`src/rtl/mips_multicycle.sv`:
```
// Multicycle MIPS subset core (lw/sw/R-type/beq/addi/j) with one shared memory port.
// Moore FSM: every memory request is held until mem_ready, so addr/we/wdata stay stable across wait cycles.
module mips_multicycle #(
    parameter logic [31:0] RESET_PC        = 32'h0000_0000,
    parameter bit          HALT_ON_ILLEGAL = 1'b1
) (
    input  logic        clk,
    input  logic        reset,
    output logic [31:0] pc,
    output logic        mem_req,
    output logic        mem_we,
    output logic [31:0] mem_addr,
    output logic [31:0] mem_wdata,
    input  logic        mem_ready,
    input  logic [31:0] mem_rdata,
    output logic        halted
);

    typedef enum logic [3:0] {
        FETCH, DECODE, MEMADR, MEMRD, MEMWB, MEMWR, EXEC,
        ALUWB, BRANCH, ADDIEX, ADDIWB, JUMP, HALT
    } state_t;

    localparam logic [5:0] OP_RTYPE = 6'h00;
    localparam logic [5:0] OP_J     = 6'h02;
    localparam logic [5:0] OP_BEQ   = 6'h04;
    localparam logic [5:0] OP_ADDI  = 6'h08;
    localparam logic [5:0] OP_LW    = 6'h23;
    localparam logic [5:0] OP_SW    = 6'h2B;

    state_t      r_state;
    state_t      w_next;
    logic        r_run;
    logic [31:0] r_pc, r_ir, r_a, r_b, r_aluout, r_mdr;
    logic [31:0] r_rf [32];

    logic [5:0]  w_op, w_funct;
    logic [4:0]  w_rs, w_rt, w_rd;
    logic [31:0] w_imm_sx, w_rs_val, w_rt_val, w_alu_res;
    logic        w_funct_ok, w_done;
    logic        w_rf_we;
    logic [4:0]  w_rf_waddr;
    logic [31:0] w_rf_wdata;

    assign w_op     = r_ir[31:26];
    assign w_rs     = r_ir[25:21];
    assign w_rt     = r_ir[20:16];
    assign w_rd     = r_ir[15:11];
    assign w_funct  = r_ir[5:0];
    assign w_imm_sx = {{16{r_ir[15]}}, r_ir[15:0]};
    assign w_rs_val = (w_rs == 5'd0) ? 32'd0 : r_rf[w_rs];
    assign w_rt_val = (w_rt == 5'd0) ? 32'd0 : r_rf[w_rt];

    // r_run holds the first request off until one edge after reset releases
    assign mem_req   = r_run && (r_state == FETCH || r_state == MEMRD || r_state == MEMWR);
    assign mem_we    = r_run && (r_state == MEMWR);
    assign mem_addr  = (r_state == FETCH) ? r_pc : r_aluout;
    assign mem_wdata = r_b;
    assign w_done    = mem_req && mem_ready;
    assign pc        = r_pc;
    assign halted    = (r_state == HALT);

    always_comb begin
        w_alu_res  = 32'd0;
        w_funct_ok = 1'b1;
        case (w_funct)
            6'h20:   w_alu_res = r_a + r_b;
            6'h22:   w_alu_res = r_a - r_b;
            6'h24:   w_alu_res = r_a & r_b;
            6'h25:   w_alu_res = r_a | r_b;
            6'h2A:   w_alu_res = {31'd0, $signed(r_a) < $signed(r_b)};
            default: w_funct_ok = 1'b0;
        endcase
    end

    always_ff @(posedge clk or posedge reset) begin
        if (reset) begin
            r_state <= FETCH;
            r_run   <= 1'b0;
        end else begin
            r_state <= w_next;
            r_run   <= 1'b1;
        end
    end

    always_comb begin
        w_next = r_state;
        case (r_state)
            FETCH:  if (w_done) w_next = DECODE;
            DECODE: begin
                case (w_op)
                    OP_LW, OP_SW: w_next = MEMADR;
                    OP_RTYPE:     w_next = EXEC;
                    OP_BEQ:       w_next = BRANCH;
                    OP_ADDI:      w_next = ADDIEX;
                    OP_J:         w_next = JUMP;
                    default:      w_next = HALT_ON_ILLEGAL ? HALT : FETCH;
                endcase
            end
            MEMADR: w_next = (w_op == OP_LW) ? MEMRD : MEMWR;
            MEMRD:  if (w_done) w_next = MEMWB;
            MEMWR:  if (w_done) w_next = FETCH;
            EXEC:   w_next = w_funct_ok ? ALUWB : (HALT_ON_ILLEGAL ? HALT : FETCH);
            ADDIEX: w_next = ADDIWB;
            MEMWB, ALUWB, BRANCH, ADDIWB, JUMP: w_next = FETCH;
            HALT:   w_next = HALT;
            default: w_next = FETCH;
        endcase
    end

    always_comb begin
        w_rf_we    = 1'b0;
        w_rf_waddr = w_rt;
        w_rf_wdata = r_aluout;
        case (r_state)
            MEMWB:  begin w_rf_we = 1'b1; w_rf_wdata = r_mdr; end
            ALUWB:  begin w_rf_we = 1'b1; w_rf_waddr = w_rd; end
            ADDIWB: w_rf_we = 1'b1;
            default: ;
        endcase
    end

    always_ff @(posedge clk or posedge reset) begin
        if (reset) begin
            for (int i = 0; i < 32; i++) r_rf[i] <= 32'd0;
        end else if (w_rf_we && w_rf_waddr != 5'd0) begin
            r_rf[w_rf_waddr] <= w_rf_wdata;
        end
    end

    always_ff @(posedge clk or posedge reset) begin
        if (reset) begin
            r_pc     <= RESET_PC;
            r_ir     <= 32'd0;
            r_a      <= 32'd0;
            r_b      <= 32'd0;
            r_aluout <= 32'd0;
            r_mdr    <= 32'd0;
        end else begin
            case (r_state)
                FETCH: if (w_done) begin
                    r_ir <= mem_rdata;
                    r_pc <= r_pc + 32'd4;
                end
                DECODE: begin
                    r_a      <= w_rs_val;
                    r_b      <= w_rt_val;
                    r_aluout <= r_pc + {w_imm_sx[29:0], 2'b00};
                end
                MEMADR, ADDIEX: r_aluout <= r_a + w_imm_sx;
                MEMRD:  if (w_done) r_mdr <= mem_rdata;
                EXEC:   r_aluout <= w_alu_res;
                BRANCH: if (r_a == r_b) r_pc <= r_aluout;
                JUMP:   r_pc <= {r_pc[31:28], r_ir[25:0], 2'b00};
                default: ;
            endcase
        end
    end

endmodule

```
`config.mk`:
```
export PLATFORM = sky130hd
export DESIGN_NAME = mips_multicycle
export DESIGN_NICKNAME = d
export VERILOG_FILES = /design/src/rtl/mips_multicycle.sv
export SDC_FILE = /design/constraint.sdc
export NUM_CORES = 2
export LEC_CHECK = 0
export ABC_AREA = 1
export ABC_CLOCK_PERIOD_IN_PS = 54500
export CAP_MARGIN = 5
export CORE_UTILIZATION = 50
export CTS_CLUSTER_DIAMETER = 50
export CTS_CLUSTER_SIZE = 28
export DETAILED_ROUTE_END_ITERATION = 8
export GPL_TIMING_DRIVEN = 1
export PLACE_DENSITY_LB_ADDON = 0.2
export RECOVER_POWER = 100
export SYNTH_ARGS = -nofsm -noshare
export SYNTH_HDL_FRONTEND = slang
export SYNTH_SLANG_ARGS = --single-unit
```
`constraint.sdc`:
```
create_clock -name clk -period 54.5 [get_ports clk]
set_input_delay 8.175 -clock clk [delete_from_list [all_inputs] [get_ports clk]]
set_output_delay 8.175 -clock clk [all_outputs]
set_load 0.05 [all_outputs]
```
==> out/qor.yml <==
outcome:
  outcome: "finished, violations left"
  violations: "max-capacitance violations, max-slew violations"
synth:
  yosysTopAreaCellShare: 0.415
  yosys.cell_count.top_type: "nand2_1"
  synth_top_family_by_area: "compound AO/OA/AOI/OAI gates"
  syn-cell-area_um2: 73500
  synth-simple-area-share: 0.216
  netlist_instances: 10400
  syn-num-nets: 10500
  ys_warn_count: 0
  synth-main-ff-cell: "dfrtp_1"
  yosys.area_share.xor_xnor: 0.00298
  synth_cell_types: 56
  ys_seq_area_frac: 0.415
  yosys-top-cells-area: "dfrtp_1 42%, o21ai_0 14%, nand2_1 13%"
  synthArstFlopShare: 1.00
  synth_top_cell_by_area: "dfrtp_1"
  syn_avg_cell_area_um2: 7.11
  synth_adder_area_share: 0.0278
  synth_edf_count: 0
  synth_mux_area_frac: 0.000817
  synth_compound_area_frac: 0.250
  yosys-top-cells-count: "2,467 x nand2_1, 2,128 x o21ai_0, 1,221 x dfrtp_1"
  ys_ff_latch: 1221
placed_design:
  hpwl_um: 196000
  port-buffer-count: 133
  placedCellCount: 11700
  place_ws_ps: 40820
  gp_congestion: 1.05
global_route:
  grt_max_degree: 239
  grt_overflow: 0
  first_global_vias: 68800
  grtUsageTotal: 0.415
  grt_pass1_wl_um: 458000
  antenna_found_initial: 29
power_and_ir_drop:
  sw_frac_of_total: 0.526
  p_comb_frac: 0.532
  seq_power_share: 0.270
  p_switching_mw: 2.85
  total_power_mw: 5.41
  p_leak_nw: 35.4
  vdd_ir_drop_max_v: 0.0000532
  clkPwrFrac: 0.198
  p_int_mw: 2.57
  powerDensity_nw_per_um2: 67.3
sta:
  max_freq_ghz: 0.0378
  slew_violations: 3725
  finalCritPeriodShare: 0.485
  hold_viol: 0
  skew_ps: 71.2
  fin_ws_ps: 28060
  worstMarginPinSlew_ps: 8950
  final.setup.tns_ps: 0
  period_minus_slack_ps: 26440
  rsz0062_at_grt: "no"
  slew_headroom: -4.97
  setup_viol: 0
clock_tree:
  path_clk_slew_ps: 60
  postCtsHoldBufs: 0
  post_cts_buffers: 0
  tritoncts.num_buffers: 145
  cts_resized: 0
  htreeDepth: 4
  cts_root_buf: "clkbuf_16"
  cts_tree: "yes"
  clockBufferDepth: 3
  cts_sinks: 1221
  clock_latency_ps: 810
setup_path:
  cp_max_fo: 164
  worst-setup-path-type: "in2async"
  cp.arrival_ps: 26130
  crit_path_end_kind: "asynchronous set/reset pin"
  critical-path-max-stage-delay_ps: 6240
  slowest_stage: "clkbuf_1"
  path_cells: "dlygate4sd3_1 -> clkinvlp_2 -> clkbuf_1 -> clkbuf_1 -> clkbuf_1 -> clkbuf_1"
  cp_common_cell: "clkbuf_1"
  startpoint_type: "primary input"
  worst_ep_required_time_ps: 54190
route:
  vias_per_cell: 6.28
  drt_iter0_markers: 10100
  vias: 75200
  drc: 0
  wire_per_inst_um: 26.2
  drt_first_pass_iters: 7
  routed_wl_um: 314000
  antenna_left: 0
die:
  die_area_um2: 149000
  ioPinCount: 134
  start_util: 0.505
  core_um2: 146000
  rows: 140
  die_width_um: 386
  chipHeight_um: 386
finish:
  final_cells: 12000
  drive_above_1_share: 0.0445
  synthToLayoutAreaGrowth_pct: 9.39
  nets: 10100
job:
  cap_violations: 67
min_path:
  hp-class: "reg2reg"
-- sequential cells by signal, indices dropped and copies added, names as in the netlist --
register / count
r_mdr: 32
mem_wdata: 32
r_ir: 32
r_run: 1
pc: 32
r_state: 4
r_rf: 1024
r_a: 32
r_aluout: 32
-- layout by cell type, fill, tap and decap left out, drive strengths merged, types with 4 or more instances in the layout --
| cell type | synthesis | routed |
|---|---|---|
| bufinv | 0 | 15 |
| nand4 | 163 | 163 |
| dfrtp | 1221 | 1221 |
| fa | 4 | 4 |
| a21oi | 589 | 589 |
| o22ai | 137 | 137 |
| inv | 848 | 883 |
| clkinvlp | 0 | 13 |
| xnor2 | 6 | 6 |
| dlygate4sd3 | 0 | 99 |
| clkinv | 3 | 39 |
| clkbuf | 702 | 215 |
| nand3b | 19 | 19 |
| nand2 | 2498 | 2498 |
| o2111ai | 8 | 8 |
| a31oi | 10 | 10 |
| o21a | 6 | 6 |
| buf | 133 | 84 |
| nor3 | 42 | 42 |
| a221oi | 18 | 18 |
| ha | 157 | 157 |
| or2 | 16 | 16 |
| nand3 | 524 | 524 |
| a21o | 16 | 16 |
| nor4 | 13 | 13 |
| o21bai | 21 | 21 |
| a22oi | 9 | 9 |
| o211ai | 304 | 304 |
| o221ai | 4 | 4 |
| diode | 0 | 5 |
| mux2i | 6 | 6 |
| a21boi | 4 | 4 |
| nor2 | 555 | 555 |
| o21ai | 2273 | 2273 |
| xor2 | 19 | 19 |
| clkdlybuf4s50 | 0 | 34 |
-- final timing paths --
| kind | startpoint | endpoint | slack, ps | cells after the start |
|---|---|---|---|---|
| setup / recovery | reset | r_ir[17]$_DFFE_PP0P_ | 28060 | 6 |
| hold / removal | r_rf[1015]$_DFFE_PP0P_ | r_rf[1015]$_DFFE_PP0P_ | 380 | 0 |
| setup reg to reg | r_ir[18]$_DFFE_PP0P_ | r_rf[64]$_DFFE_PP0P_ | 43050 | 9 |
| hold reg to reg | r_rf[1015]$_DFFE_PP0P_ | r_rf[1015]$_DFFE_PP0P_ | 380 | 0 |
| max in group clk | r_state[1]$_DFFE_PP0P_ | mem_addr[28] | 39900 | 6 |
| min in group asynchronous | reset | r_rf[630]$_DFFE_PP0P_ | 9450 | 2 |
-- worst max-delay path: cells and delay by family --
kind / cells / cell delay [ps]
buffers and inverters: 6 / 17480
-- through the flow --
step                      cell area [um2]   util  hold WS (ps)
after CTS                           80900  0.555           381
final                               80500  0.552           378
after global placement              75600  0.519           365
after global routing                80400  0.552           386
after detailed placement            75600  0.519           366
after floorplan                     73500      -           429
-- metal layers --
layer	routed length [um]	GRT usage	vias to the layer above
li1	-	-	33900
met1	120000	0.540	35500
met2	136000	0.630	4639
met3	36500	0.103	1038
met4	21600	0.236	34
met5	217	0	-
-- cells by family after synthesis --
kind of cell,Yosys count
AOI/OAI and AO/OA,3413
xor gates and xnor gates,25
adders and majority gates,161
buffers and inverters,1686
DFF,1221
muxes,6
other,1
and+or+nand+nor,3837
-- power by group through the flow --
stage | clock network (mW) | logic (mW) | registers [mW]
6_report | 1.07 | 2.88 | 1.46
5_1_grt | 1.11 | 3.10 | 1.49
4_1_cts | 1.08 | 2.82 | 1.45
3_5_place_dp | 0 | 2.81 | 1.46
3_3_place_gp | 0 | 2.79 | 1.45
2_1_floorplan | 0 | 1.81 | 1.40
-- final cells by class --
class	count	area, um2
timing repair buffer	260	2200
tap	1917	2400
sequential	1221	30600
multi-input combinational	7443	36700
clock buffer	172	3930
clock inverter	99	1410
antenna	5	12.5
fill	14000	65300
inverter	851	3210
Note: power is estimated with default switching activity, not from simulation.
